$ cat src/rtl/bpsk_tx_scheduler_if.sv
// Signal bundle between the packet sources/modulator side and bpsk_tx_scheduler.
// The scheduler uses the slave modport; whoever drives the sources and strobes uses master.
interface bpsk_tx_scheduler_if #(
  parameter int PACKET_SIZE = 192,
  parameter int NUM_REQ     = 4
);
  localparam int ID_W = (NUM_REQ > 1) ? $clog2(NUM_REQ) : 1;

  logic [NUM_REQ-1:0]             req;
  logic [NUM_REQ*PACKET_SIZE-1:0] req_packet;
  logic                           abort;
  logic                           bit_next;
  logic [NUM_REQ-1:0]             grant;
  logic [PACKET_SIZE-1:0]         packet_out;
  logic                           ser_load;
  logic                           mod_enable;
  logic                           busy;
  logic [ID_W-1:0]                active_id;
  logic [15:0]                    packets_sent;
  logic                           timeout_err;

  modport master (
    output req, req_packet, abort, bit_next,
    input  grant, packet_out, ser_load, mod_enable, busy, active_id, packets_sent, timeout_err
  );

  modport slave (
    input  req, req_packet, abort, bit_next,
    output grant, packet_out, ser_load, mod_enable, busy, active_id, packets_sent, timeout_err
  );
endinterface

$ cat src/rtl/bpsk_tx_scheduler.sv
// Round-robin scheduler sharing one BPSK transmit path among NUM_REQ packet sources:
// latches the winner, loads the serializer, gates the modulator per bit, then idles a gap.
//
// state | meaning
// IDLE  | no packet in flight; arbitrates among pending requests
// LOAD  | winner latched; serializer load pulse follows
// SEND  | modulator enabled; counting bit_next strobes, watchdog running
// GAP   | mandatory idle time before the next arbitration
module bpsk_tx_scheduler #(
  parameter int PACKET_SIZE = 192,
  parameter int NUM_REQ     = 4,
  parameter int GAP_CYCLES  = 16,
  parameter int TIMEOUT     = 4096
) (
  input  logic               clock,
  input  logic               reset_n,
  bpsk_tx_scheduler_if.slave bus
);
  localparam int ID_W  = (NUM_REQ > 1) ? $clog2(NUM_REQ) : 1;
  localparam int BIT_W = (PACKET_SIZE > 1) ? $clog2(PACKET_SIZE) : 1;
  localparam int WD_W  = (TIMEOUT > 2) ? $clog2(TIMEOUT) : 1;
  localparam int GAP_W = (GAP_CYCLES > 1) ? $clog2(GAP_CYCLES) : 1;
  localparam logic [BIT_W-1:0] BIT_LAST = BIT_W'(PACKET_SIZE - 1);
  localparam logic [WD_W-1:0]  WD_LOAD  = WD_W'(TIMEOUT - 1);
  localparam logic [GAP_W-1:0] GAP_LOAD = GAP_W'((GAP_CYCLES > 0) ? GAP_CYCLES - 1 : 0);

  typedef enum logic [1:0] {S_IDLE, S_LOAD, S_SEND, S_GAP} state_t;

  state_t                 state, next_state;
  logic [ID_W-1:0]        last;
  logic [ID_W-1:0]        cand;
  logic [ID_W-1:0]        pick;
  logic                   pick_valid;
  logic [PACKET_SIZE-1:0] pkt_sel;
  logic [BIT_W-1:0]       bit_cnt;
  logic [WD_W-1:0]        wdog_cnt;
  logic [GAP_W-1:0]       gap_cnt;
  logic                   strobe, idle_tick, finish_ok, wd_fire, send_exit;
  logic [NUM_REQ-1:0]     grant_d;
  logic                   ser_load_d, mod_enable_d, busy_d;

  // Scan starts one past the last winner so a held request waits for all others.
  always_comb begin
    cand       = last;
    pick       = '0;
    pick_valid = 1'b0;
    for (int i = 0; i < NUM_REQ; i++) begin
      cand = (cand == ID_W'(NUM_REQ - 1)) ? '0 : cand + 1'b1;
      if (!pick_valid && bus.req[cand]) begin
        pick       = cand;
        pick_valid = 1'b1;
      end
    end
  end

  always_comb begin
    pkt_sel = '0;
    for (int i = 0; i < NUM_REQ; i++) begin
      if (pick == ID_W'(i)) pkt_sel = bus.req_packet[i*PACKET_SIZE +: PACKET_SIZE];
    end
  end

  // The first SEND cycle has the modulator still disabled, so strobes only count once enabled.
  assign strobe    = (state == S_SEND) && bus.mod_enable && bus.bit_next;
  assign idle_tick = (state == S_SEND) && bus.mod_enable && !bus.bit_next;
  assign finish_ok = strobe && (bit_cnt == '0);
  assign wd_fire   = idle_tick && (wdog_cnt == WD_W'(1));
  assign send_exit = finish_ok || ((state == S_SEND) && bus.abort) || wd_fire;

  always_ff @(posedge clock or negedge reset_n) begin
    if (!reset_n) state <= S_IDLE;
    else          state <= next_state;
  end

  always_comb begin
    next_state = state;
    unique case (state)
      S_IDLE:  if (pick_valid) next_state = S_LOAD;
      S_LOAD:  next_state = S_SEND;
      S_SEND:  if (send_exit) next_state = S_GAP;
      S_GAP:   if (gap_cnt == '0) next_state = S_IDLE;
      default: next_state = S_IDLE;
    endcase
  end

  always_comb begin
    grant_d = '0;
    if ((state == S_IDLE) && pick_valid) grant_d[pick] = 1'b1;
    ser_load_d   = (state == S_LOAD);
    mod_enable_d = (state == S_SEND) && (next_state == S_SEND);
    busy_d       = (next_state != S_IDLE);
  end

  always_ff @(posedge clock or negedge reset_n) begin
    if (!reset_n) begin
      bus.grant        <= '0;
      bus.packet_out   <= '0;
      bus.ser_load     <= 1'b0;
      bus.mod_enable   <= 1'b0;
      bus.busy         <= 1'b0;
      bus.active_id    <= '0;
      bus.packets_sent <= '0;
      bus.timeout_err  <= 1'b0;
      last             <= ID_W'(NUM_REQ - 1);
      bit_cnt          <= '0;
      wdog_cnt         <= '0;
      gap_cnt          <= '0;
    end else begin
      bus.grant      <= grant_d;
      bus.ser_load   <= ser_load_d;
      bus.mod_enable <= mod_enable_d;
      bus.busy       <= busy_d;

      if ((state == S_IDLE) && pick_valid) begin
        bus.packet_out <= pkt_sel;
        bus.active_id  <= pick;
        last           <= pick;
      end

      // Both counters run down; bit_cnt holds bits remaining after the current one.
      if (state == S_LOAD) begin
        bit_cnt  <= BIT_LAST;
        wdog_cnt <= WD_LOAD;
      end else if (strobe) begin
        if (bit_cnt != '0) bit_cnt <= bit_cnt - 1'b1;
        wdog_cnt <= WD_LOAD;
      end else if (idle_tick) begin
        wdog_cnt <= wdog_cnt - 1'b1;
      end

      if (finish_ok) bus.packets_sent <= bus.packets_sent + 16'd1;
      if (wd_fire)   bus.timeout_err  <= 1'b1;

      if ((state == S_SEND) && send_exit)         gap_cnt <= GAP_LOAD;
      else if ((state == S_GAP) && gap_cnt != '0) gap_cnt <= gap_cnt - 1'b1;
    end
  end
endmodule

$ cat src/flat_wrapper.sv
// flat-port wrapper written by rule: the top's interface ports become plain ports
module bpsk_tx_scheduler_flat 
#(
  parameter int PACKET_SIZE = 192,
  parameter int NUM_REQ     = 4,
  parameter int GAP_CYCLES  = 16,
  parameter int TIMEOUT     = 4096
)
  (clock, reset_n, bus_req, bus_req_packet, bus_abort, bus_bit_next, bus_grant, bus_packet_out, bus_ser_load, bus_mod_enable, bus_busy, bus_active_id, bus_packets_sent, bus_timeout_err);
  bpsk_tx_scheduler_if #(.PACKET_SIZE(PACKET_SIZE), .NUM_REQ(NUM_REQ)) bus_i ();
  input  logic clock;
  input  logic reset_n;
  input wire logic [$bits(bus_i.req)-1:0] bus_req;
  input wire logic [$bits(bus_i.req_packet)-1:0] bus_req_packet;
  input wire logic [$bits(bus_i.abort)-1:0] bus_abort;
  input wire logic [$bits(bus_i.bit_next)-1:0] bus_bit_next;
  output wire logic [$bits(bus_i.grant)-1:0] bus_grant;
  output wire logic [$bits(bus_i.packet_out)-1:0] bus_packet_out;
  output wire logic [$bits(bus_i.ser_load)-1:0] bus_ser_load;
  output wire logic [$bits(bus_i.mod_enable)-1:0] bus_mod_enable;
  output wire logic [$bits(bus_i.busy)-1:0] bus_busy;
  output wire logic [$bits(bus_i.active_id)-1:0] bus_active_id;
  output wire logic [$bits(bus_i.packets_sent)-1:0] bus_packets_sent;
  output wire logic [$bits(bus_i.timeout_err)-1:0] bus_timeout_err;
  assign bus_i.req = bus_req;
  assign bus_i.req_packet = bus_req_packet;
  assign bus_i.abort = bus_abort;
  assign bus_i.bit_next = bus_bit_next;
  assign bus_grant = bus_i.grant;
  assign bus_packet_out = bus_i.packet_out;
  assign bus_ser_load = bus_i.ser_load;
  assign bus_mod_enable = bus_i.mod_enable;
  assign bus_busy = bus_i.busy;
  assign bus_active_id = bus_i.active_id;
  assign bus_packets_sent = bus_i.packets_sent;
  assign bus_timeout_err = bus_i.timeout_err;
  bpsk_tx_scheduler #(.PACKET_SIZE(PACKET_SIZE), .NUM_REQ(NUM_REQ), .GAP_CYCLES(GAP_CYCLES), .TIMEOUT(TIMEOUT)) u_core (.clock(clock), .reset_n(reset_n), .bus(bus_i));
endmodule
$ cat config.mk
export PLATFORM = sky130hd
export DESIGN_NAME = bpsk_tx_scheduler_flat
export DESIGN_NICKNAME = d
export VERILOG_FILES = /design/src/rtl/bpsk_tx_scheduler_if.sv /design/src/rtl/bpsk_tx_scheduler.sv /design/src/flat_wrapper.sv
export SDC_FILE = /design/constraint.sdc
export NUM_CORES = 1
export LEC_CHECK = 0
export ABC_AREA = 1
export CAP_MARGIN = 20
export CELL_PAD_IN_SITES_DETAIL_PLACEMENT = 1
export CELL_PAD_IN_SITES_GLOBAL_PLACEMENT = 1
export CORE_AREA = 3 3 382 384
export DETAILED_ROUTE_END_ITERATION = 12
export DIE_AREA = 0 0 385 387
export GPL_ROUTABILITY_DRIVEN = 0
export GPL_TIMING_DRIVEN = 0
export PLACE_DENSITY_LB_ADDON = 0.1
export SLEW_MARGIN = 30
export SYNTH_ARGS = -nofsm -noshare
export SYNTH_HDL_FRONTEND = slang
export SYNTH_SLANG_ARGS = --single-unit
$ cat constraint.sdc
create_clock -name clock -period 3.4 [get_ports clock]
set_clock_uncertainty 0.1 [all_clocks]
set_input_delay 0.68 -clock clock [delete_from_list [all_inputs] [get_ports clock]]
set_output_delay 0.68 -clock clock [all_outputs]
set_load 0.02 [all_outputs]
==> results.ini <==
[grt]
antenna_found_initial = 51
gr-usage-all-layers = 0.1726
grt_max_degree = 69
grt_pass1_vias = 22098
grt.overflow.total = 0
grt_pass1_wl_mm = 179.7

[synthesis]
postSynthAreaPerCell_sq_um = 6.460
synth_fa_ha_area_frac = 0.005522
syn_inst = 2455
synth_mux_area_frac = 0
synth_nets = 3238
yosys.area_share.simple = 0.4129
syn-cell-area_sq_um = 15860
synth_compound_area_frac = 0.08907
synth_cell_types = 39
yosys_warnings = 0
ys_seq_area_frac = 0.3883
synth_top_family_by_area = simple AND/OR/NAND/NOR gates
synthXorXnorAreaFrac = 0.008283
synth-seq-cells = 246

[cells_and_area]
ff_latch_area_sq_um = 6158
fin_util = 0.2121
fin_cells = 5480
final_area_sq_um = 30350
n_fill_cell = 17201
final_cell_mix = 992 x clkdlybuf4s50_1, 904 x nand2_1, 358 x nand3_1
final_layout_size_suffix_gt1_frac = 0.07736
layout.cells.most_common = clkdlybuf4s50_1
multiInputGateArea_sq_um = 8268
nNetsFinal = 4294
syn2layout_area_growth_pct = 91.38

[placed_design]
placement.io_buffers = 993
post-dp-hpwl_mm = 109.6
post-place-ws_ns = -1.470
placed_cell_area_sq_um = 28280
dp_cells = 5354

[clock_network]
cts_tree = built
cts_buffers = 40
worstSkewPairLatency_ns = 0.60
clk_pin_slew_ns = 0.06
htreeDepth = 2
clock_path_buffers = 3
cts_sinks = 246
cts_root_buffer = clkbuf_16

[power_and_ir_drop]
leakage_nw = 13.54
ir_worst_vdd_v = 0.0005133
powerDensity_nw_per_um2 = 1364
total_power_mw = 41.40

[worst_setup_path]
start_kind = flip-flop
cp.required_ns = 3.79
worst_path_most_repeated_cell = nand2_1
critPathSlowestCell = dfstp_2
max_stage_delay_ns = 0.65
crit_chain = ha_4 -> nor2_2 -> buf_6 -> nand2_2 -> nand2_2 -> nand2_1 -> nand2_1 -> nand3_1 -> nand2_1 -> nor2_4 -> nand2_8 -> buf_12 -> buf_2 -> o21ai_0 -> nand3_1 -> nand2_1 -> nand2_1
path_class = flip-flop to flip-flop
cp_max_fo = 10
endpoint_kind = flip-flop
crit_arrival_ns = 3.65

[run]
cap_viol_max_count = 0

[die]
fp-row-count = 139
initial_core_util = 0.1108
io_pins = 994
coreArea_sq_um = 143100
die_h_um = 387
dieWidth_um = 385
die-area_sq_um = 149000

[sta]
maxSlewViolCount = 0
finalCritPeriodShare = 0.9587
setup_viol = 0
fin_ws_ns = 0.1404
finalHoldViolations = 0
fin_tns_setup_ns = 0
clock.fmax_ghz = 0.3068
whs_ns = 0.3680
slew_headroom = 0.5983
worst_slew_pin_slew_ns = 0.5963
min_period_ns = 3.260

[outcome]
outcome = complete, no violations

[detailed_routing]
viasPerCell = 3.706
wl_per_cell_um = 24.22
drt-initial-drc-count = 755
wirelength_mm = 132.7
vias = 20307
ant_nets = 0
drc = 0
first_pass_iters = 5

[hold_path]
hold_class = flip-flop to flip-flop

-- metal layers --
layer  part of all wire  vias up  track usage
met5            0.00090        -            0
met4              0.025       20      0.05642
met3              0.073      129      0.05289
met2               0.49      573       0.2956
met1               0.41     9599       0.2036
li1                   -     9986            -
-- flip-flops by register name, summed over array words and instances, names as in the netlist, 2 cells and up --
| register | cells |
|---|---|
| u_core.bus.packets_sent | 16 |
| u_core.bus.packet_out | 192 |
| u_core.wdog_cnt | 12 |
| u_core.last | 2 |
| u_core.gap_cnt | 4 |
| u_core.bus.grant | 4 |
| u_core.bit_cnt | 8 |
| u_core.state | 2 |
| u_core.bus.active_id | 2 |
-- report_power, final --
part           total, mW  internal [mW]  leakage (nW)  switching, mW
sequential          5.00           4.27          2.92          0.723
combinational       31.9           10.3          9.93           21.5
clock               4.51           2.76         0.692           1.75
-- what timing repair did --
item	in CTS	in global routing
pin swaps	6	10
endpoints found under the setup margin	202	177
gates resized for setup	109	40
hold endpoints to repair	55	0
setup buffers	13	6
hold buffers	1	0
-- cell families (layout without fill, tap and decap cells) --
group,Yosys count,in the layout
buffers and inverters,346,1433
and+or+nand+nor,1562,1562
other,0,35
xor gates and xnor gates,15,15
AOI/OAI and AO/OA,279,279
adders and majority gates,7,7
DFF,246,246
-- layout make-up --
type | instances | share of cell area
Tap cell | 1903 | 0.07844
Inverter | 191 | 0.02395
Multi-Input combinational cell | 1863 | 0.2724
Clock inverter | 13 | 0.006513
Antenna cell | 35 | 0.002886
Sequential cell | 246 | 0.2029
Timing Repair Buffer | 1016 | 0.3370
Clock buffer | 60 | 0.03974
Buffer | 153 | 0.03615
-- cells in the mapped netlist (all sizes together) --
cell type / instances / share of area
o31ai: 1 / 0.00047
ha: 7 / 0.0055
clkinv: 1 / 0.00024
o311ai: 1 / 0.00055
a21oi: 11 / 0.0035
nand2: 926 / 0.22
buf: 91 / 0.035
a31oi: 1 / 0.00039
o221ai: 1 / 0.00055
clkbuf: 64 / 0.015
dfrtp: 244 / 0.38
o211ai: 2 / 0.00095
o21ai: 262 / 0.083
xor2: 10 / 0.0055
nor3: 12 / 0.0038
or2: 4 / 0.0016
nand3: 360 / 0.11
xnor2: 5 / 0.0028
and3: 1 / 0.00039
or3: 1 / 0.00039
nor2: 232 / 0.059
dfstp: 2 / 0.0033
inv: 190 / 0.045
nor4: 2 / 0.00079
nand3b: 8 / 0.0038
nand4: 16 / 0.0063
-- critical path: cells and delay by family (launching register included) --
family | cells | cell delay (ns)
flops | 1 | 0.65
fa+ha+maj | 1 | 0.19
simple gates | 12 | 1.13
compound gates | 1 | 0.50
buf+inv | 3 | 0.55
-- final timing paths --
kind / from / end / slack [ns] / cells past startpoint
max reg2reg: u_core.last[1]$_DFFE_PN1P_ / u_core.bus.packet_out[169]$_DFFE_PN0P_ / 0.14 / 17
min: u_core.bus.timeout_err$_DFFE_PN0P_ / u_core.bus.timeout_err$_DFFE_PN0P_ / 0.37 / 2
min in group asynchronous: reset_n / u_core.bus.packet_out[12]$_DFFE_PN0P_ / 0.53 / 2
min reg2reg: u_core.bus.timeout_err$_DFFE_PN0P_ / u_core.bus.timeout_err$_DFFE_PN0P_ / 0.37 / 2
max: u_core.last[1]$_DFFE_PN1P_ / u_core.bus.packet_out[169]$_DFFE_PN0P_ / 0.14 / 17
max in group asynchronous: reset_n / u_core.bus.packet_out[108]$_DFFE_PN0P_ / 1.39 / 4
Note: power is estimated with default switching activity, not from simulation.
